### config.mk
export PLATFORM = sky130hd
export DESIGN_NAME = field_unpacker_flat
export DESIGN_NICKNAME = d
export VERILOG_FILES = /design/src/rtl/field_unpacker_if.sv /design/src/rtl/field_unpacker.sv /design/src/flat_wrapper.sv
export SDC_FILE = /design/constraint.sdc
export NUM_CORES = 1
export LEC_CHECK = 0
export ABC_AREA = 1
export BUFFER_PORTS_ARGS = -buffer_cell sky130_fd_sc_hd__buf_2
export CAP_MARGIN = 20
export CORE_MARGIN = 2
export CORE_UTILIZATION = 55
export CTS_CLUSTER_SIZE = 12
export DETAILED_ROUTE_END_ITERATION = 10
export PLACE_DENSITY = 0.83
export SYNTH_ARGS = -nofsm -noshare
export SYNTH_HDL_FRONTEND = slang
export SYNTH_SLANG_ARGS = --single-unit
### constraint.sdc
create_clock -name clk -period 2.7 [get_ports clk]
set_input_delay 0.54 -clock clk [delete_from_list [all_inputs] [get_ports clk]]
set_output_delay 0.54 -clock clk [all_outputs]
set_load 0.05 [all_outputs]
### src/rtl/field_unpacker_if.sv
// Stream and status bundle for the field unpacker: packed words in,
// split a/b/c fields out, plus occupancy and the sticky overflow flag.
interface field_unpacker_if #(
    parameter int A_W   = 1,
    parameter int B_W   = 2,
    parameter int C_W   = 2,
    parameter int DEPTH = 4
);
    localparam int W  = A_W + B_W + C_W;
    localparam int CW = $clog2(DEPTH) + 1;

    logic          in_valid;
    logic          in_ready;
    logic [W-1:0]  in_word;
    logic          out_valid;
    logic          out_ready;
    logic [A_W-1:0] out_a;
    logic [B_W-1:0] out_b;
    logic [C_W-1:0] out_c;
    logic [CW-1:0] count;
    logic          overflow;
    logic          clr_ovf;

    // Producer/consumer side that drives words and takes fields.
    modport master (
        output in_valid, in_word, out_ready, clr_ovf,
        input  in_ready, out_valid, out_a, out_b, out_c, count, overflow
    );

    // The unpacker itself.
    modport slave (
        input  in_valid, in_word, out_ready, clr_ovf,
        output in_ready, out_valid, out_a, out_b, out_c, count, overflow
    );
endinterface

### src/rtl/field_unpacker.sv
// Receive end of the field-packing path: buffers packed {a,b,c} words in a
// small FIFO and presents the head word split into its fields. Words offered
// while full are dropped and latched into a sticky overflow flag.
module field_unpacker #(
    parameter int A_W   = 1,
    parameter int B_W   = 2,
    parameter int C_W   = 2,
    parameter int DEPTH = 4
) (
    input  logic clk,
    input  logic rst,
    field_unpacker_if.slave bus
);
    localparam int W  = A_W + B_W + C_W;
    localparam int CW = $clog2(DEPTH) + 1;
    localparam int PW = $clog2(DEPTH);

    logic [W-1:0]  r_mem [DEPTH];
    logic [PW-1:0] r_wr_ptr;
    logic [PW-1:0] r_rd_ptr;
    logic [CW-1:0] r_count;
    logic          r_overflow;

    logic          w_in_ready;
    logic          w_out_valid;
    logic          w_push;
    logic          w_pop;
    logic [W-1:0]  w_head;

    // Ready depends only on registered occupancy, so a full FIFO refuses a
    // word even when the consumer is popping in the same cycle.
    assign w_in_ready  = (r_count != CW'(DEPTH));
    assign w_out_valid = (r_count != '0);
    assign w_push      = bus.in_valid && w_in_ready;
    assign w_pop       = w_out_valid && bus.out_ready;

    // Head entry is forced to zero when empty so stale storage never leaks.
    assign w_head = w_out_valid ? r_mem[r_rd_ptr] : '0;

    assign bus.in_ready  = w_in_ready;
    assign bus.out_valid = w_out_valid;
    assign bus.out_a     = w_head[W-1 -: A_W];
    assign bus.out_b     = w_head[C_W+B_W-1 -: B_W];
    assign bus.out_c     = w_head[C_W-1:0];
    assign bus.count     = r_count;
    assign bus.overflow  = r_overflow;

    // Storage write; the array carries no reset so it can map to RAM.
    always_ff @(posedge clk) begin
        if (w_push) begin
            r_mem[r_wr_ptr] <= bus.in_word;
        end
    end

    // Pointers and occupancy; DEPTH is a power of two so pointers wrap naturally.
    always_ff @(posedge clk or posedge rst) begin
        if (rst) begin
            r_wr_ptr <= '0;
            r_rd_ptr <= '0;
            r_count  <= '0;
        end else begin
            if (w_push) begin
                r_wr_ptr <= r_wr_ptr + 1'b1;
            end
            if (w_pop) begin
                r_rd_ptr <= r_rd_ptr + 1'b1;
            end
            case ({w_push, w_pop})
                2'b10:   r_count <= r_count + 1'b1;
                2'b01:   r_count <= r_count - 1'b1;
                default: r_count <= r_count;
            endcase
        end
    end

    // Sticky overflow: a refused offer sets it and beats a same-cycle clear.
    always_ff @(posedge clk or posedge rst) begin
        if (rst) begin
            r_overflow <= 1'b0;
        end else if (bus.in_valid && !w_in_ready) begin
            r_overflow <= 1'b1;
        end else if (bus.clr_ovf) begin
            r_overflow <= 1'b0;
        end
    end
endmodule

### src/flat_wrapper.sv
// flat-port wrapper written by rule: the top's interface ports become plain ports
module field_unpacker_flat 
#(
    parameter int A_W   = 1,
    parameter int B_W   = 2,
    parameter int C_W   = 2,
    parameter int DEPTH = 4
)
  (clk, rst, bus_in_valid, bus_in_word, bus_out_ready, bus_clr_ovf, bus_in_ready, bus_out_valid, bus_out_a, bus_out_b, bus_out_c, bus_count, bus_overflow);
  field_unpacker_if #(.A_W(A_W), .B_W(B_W), .C_W(C_W), .DEPTH(DEPTH)) bus_i ();
  input  logic clk;
  input  logic rst;
  input wire logic [$bits(bus_i.in_valid)-1:0] bus_in_valid;
  input wire logic [$bits(bus_i.in_word)-1:0] bus_in_word;
  input wire logic [$bits(bus_i.out_ready)-1:0] bus_out_ready;
  input wire logic [$bits(bus_i.clr_ovf)-1:0] bus_clr_ovf;
  output wire logic [$bits(bus_i.in_ready)-1:0] bus_in_ready;
  output wire logic [$bits(bus_i.out_valid)-1:0] bus_out_valid;
  output wire logic [$bits(bus_i.out_a)-1:0] bus_out_a;
  output wire logic [$bits(bus_i.out_b)-1:0] bus_out_b;
  output wire logic [$bits(bus_i.out_c)-1:0] bus_out_c;
  output wire logic [$bits(bus_i.count)-1:0] bus_count;
  output wire logic [$bits(bus_i.overflow)-1:0] bus_overflow;
  assign bus_i.in_valid = bus_in_valid;
  assign bus_i.in_word = bus_in_word;
  assign bus_i.out_ready = bus_out_ready;
  assign bus_i.clr_ovf = bus_clr_ovf;
  assign bus_in_ready = bus_i.in_ready;
  assign bus_out_valid = bus_i.out_valid;
  assign bus_out_a = bus_i.out_a;
  assign bus_out_b = bus_i.out_b;
  assign bus_out_c = bus_i.out_c;
  assign bus_count = bus_i.count;
  assign bus_overflow = bus_i.overflow;
  field_unpacker #(.A_W(A_W), .B_W(B_W), .C_W(C_W), .DEPTH(DEPTH)) u_core (.clk(clk), .rst(rst), .bus(bus_i));
endmodule
==> results.toml <==
[global_route]
grtUsageMet2_pct = 32.9
grt_usage_pct = 20.1
grt_pass1_wl_um = 3900
antenna_found_initial = 0
grt_use_met1_pct = 26.5
grt_pass1_vias = 899
overflow = 0
grt_max_degree = 17
grt_use_met3_pct = 3.06
grt.busiest_layer = "met2"

[critical_path]
path_class = "flop to output port"
crit_slowest_cell = "dfrtp_1"
cp_max_fo = 13
critPathLaunchType = "flop"
reg2reg_setup_slack_ps = 790
arrival_ps = 1810
crit_chain = "inv_2 > nand2_1 > nand3_1 > a21oi_1 > buf_2"
cp_data_required_time_ps = 2160
cp_num_buf_inv = 2
critical_path.max_stage_delay_ps = 630
path_delay_family = "flip-flops"
critPathCaptureType = "output port"

[final_layout]
nNetsFinal = 179
drive_above_1_share_pct = 17.3
diodes = 0
n_fill_cell = 176
syn_to_final_growth_pct = 12.3
ff_latch_area_um2 = 801
mostFrequentLayoutCell = "inv_1"
multiInputGateArea_um2 = 383
layout_common_cells = "inv_1 (38), nand2_1 (33), buf_2 (20), edfxtp_1 (20), nand3_1 (14)"

[synthesis]
syn-num-nets = 157
ys_ff_latch = 28
netlist_area_um2 = 1350
seq_area_frac_synth_pct = 59.3
yosysUniqueCellTypes = 19
synth_area_per_cell_um2 = 9.58
yosys_warnings = 0
synthCells = 141

[clock_tree]
cts_made_buffers = 3
cts.repair.resized = 0
cts.htree.levels = 1
root_buffer = "clkbuf_4"
tritoncts = "yes"
cts.sinks = 28
clkLatencyLatePin_ps = 320
clockBufferDepth = 2
path_clk_slew_ps = 150
hold_buffers = 0
cts_setup_buffers = 0

[route]
num_vias = 950
vias_per_cell = 5.00
first_iter_violations = 16
routed_wl_um = 2410
dr.pass1.iters = 4
ant_nets = 0
drc = 0
wl_per_cell_um = 12.7

[timing]
timing.fmax_mhz = 426
fin_setup_tns_ps = 0
fin_skew_ps = 5.18
hold_viol_final = 0
rsz0062_at_grt = "false"
slew_violations = 0
fin_crit_ps = 2350
finalCritPeriodShare_pct = 86.9
worstMarginPinSlew_ps = 566
slew_headroom_pct = 62.2
setup_viol = 0

[placement]
port_buffers = 20
dp_hpwl_um = 1770
gp_congestion = 0.860

[floorplanning]
rows = 17
start_util_pct = 59.4
coreArea_um2 = 2280
pin_count = 21
fp.dieH_um = 53.6
die_area_um2 = 2870
die_x_um = 53.6

[outcome]
status = "finished, final reports clean"

[hold_path]
hp-class = "primary input to async pin"

[run]
maxCapViolations = 0
==> through the flow <==
stage | worst slack [ps] | instances | hold WS (ps) | instance area [um2] | util, %
finish | 353 | 190 | 143 | 1520 | 66.7
global route | 245 | 190 | 144 | 1520 | 66.7
CTS | 398 | 190 | 143 | 1520 | 66.7
detailed placement | 786 | 186 | 482 | 1470 | 64.4
global placement | 856 | 186 | 472 | 1470 | 64.4
floorplan | 107 | 141 | 356 | 1350 | -
==> sequential cells by signal (all words and copies together), names as in the netlist <==
| signal | flops |
|---|---|
| u_core.bus.count | 3 |
| u_core.bus.overflow | 1 |
| u_core.r_mem | 20 |
| u_core.r_wr_ptr | 2 |
| u_core.r_rd_ptr | 2 |
==> area by class of cell <==
type	instances	area share (%)
well taps	28	2.31
repair buffers	20	6.60
inverters	39	9.65
clock inverters	1	1.98
multi-input cells	71	25.2
flip-flops and latches	28	52.8
clock buffers	3	1.48
==> synth_stat cells <==
cell,instances,area [um2]
inv_1,38,143
fa_1,1,20.0
a21oi_1,5,25.0
ha_1,5,62.6
nand2_1,33,124
nor2_1,4,15.0
nand3_1,14,70.1
nand2_2,1,6.26
o22ai_1,1,6.26
o21ai_1,1,5.00
buf_6,1,11.3
nand3_2,2,20.0
xnor2_1,2,17.5
o21ai_0,1,5.00
dfrtp_1,8,200
edfxtp_1,20,601
buf_2,2,10.0
nand4_1,1,6.26
inv_2,1,3.75
==> final timing paths <==
| kind | from | endpoint | cells after the start |
|---|---|---|---|
| worst max register to register | u_core.bus.count[1] | u_core.bus.count[2] | 10 |
| worst min register to register | u_core.bus.count[0] | u_core.bus.count[0] | 1 |
| max in group asynchronous | rst | u_core.bus.count[1] | 2 |
| worst max-delay path | u_core.r_rd_ptr[0] | bus_out_b[1] | 5 |
| worst min-delay path | rst | u_core.r_wr_ptr[1] | 2 |
| min in group clk | bus_clr_ovf | u_core.bus.overflow | 2 |
==> layer usage <==
metal / vias up / share of wire [%]
li1: 475 / -
met1: 451 / 43
met2: 22 / 51
met3: 2 / 4.8
met4: 0 / 0.42
met5: - / 0
==> cells by family after synthesis <==
family / synth area share (%)
buf+inv: 12.4
xor+xnor: 1.30
simple gates: 17.9
compound gates: 3.05
fa+ha+maj: 6.11
flops: 59.3
Power is left out: the tool's default activity adds up to more than one toggle a clock period on the data nets, which glitch-free logic cannot reach.
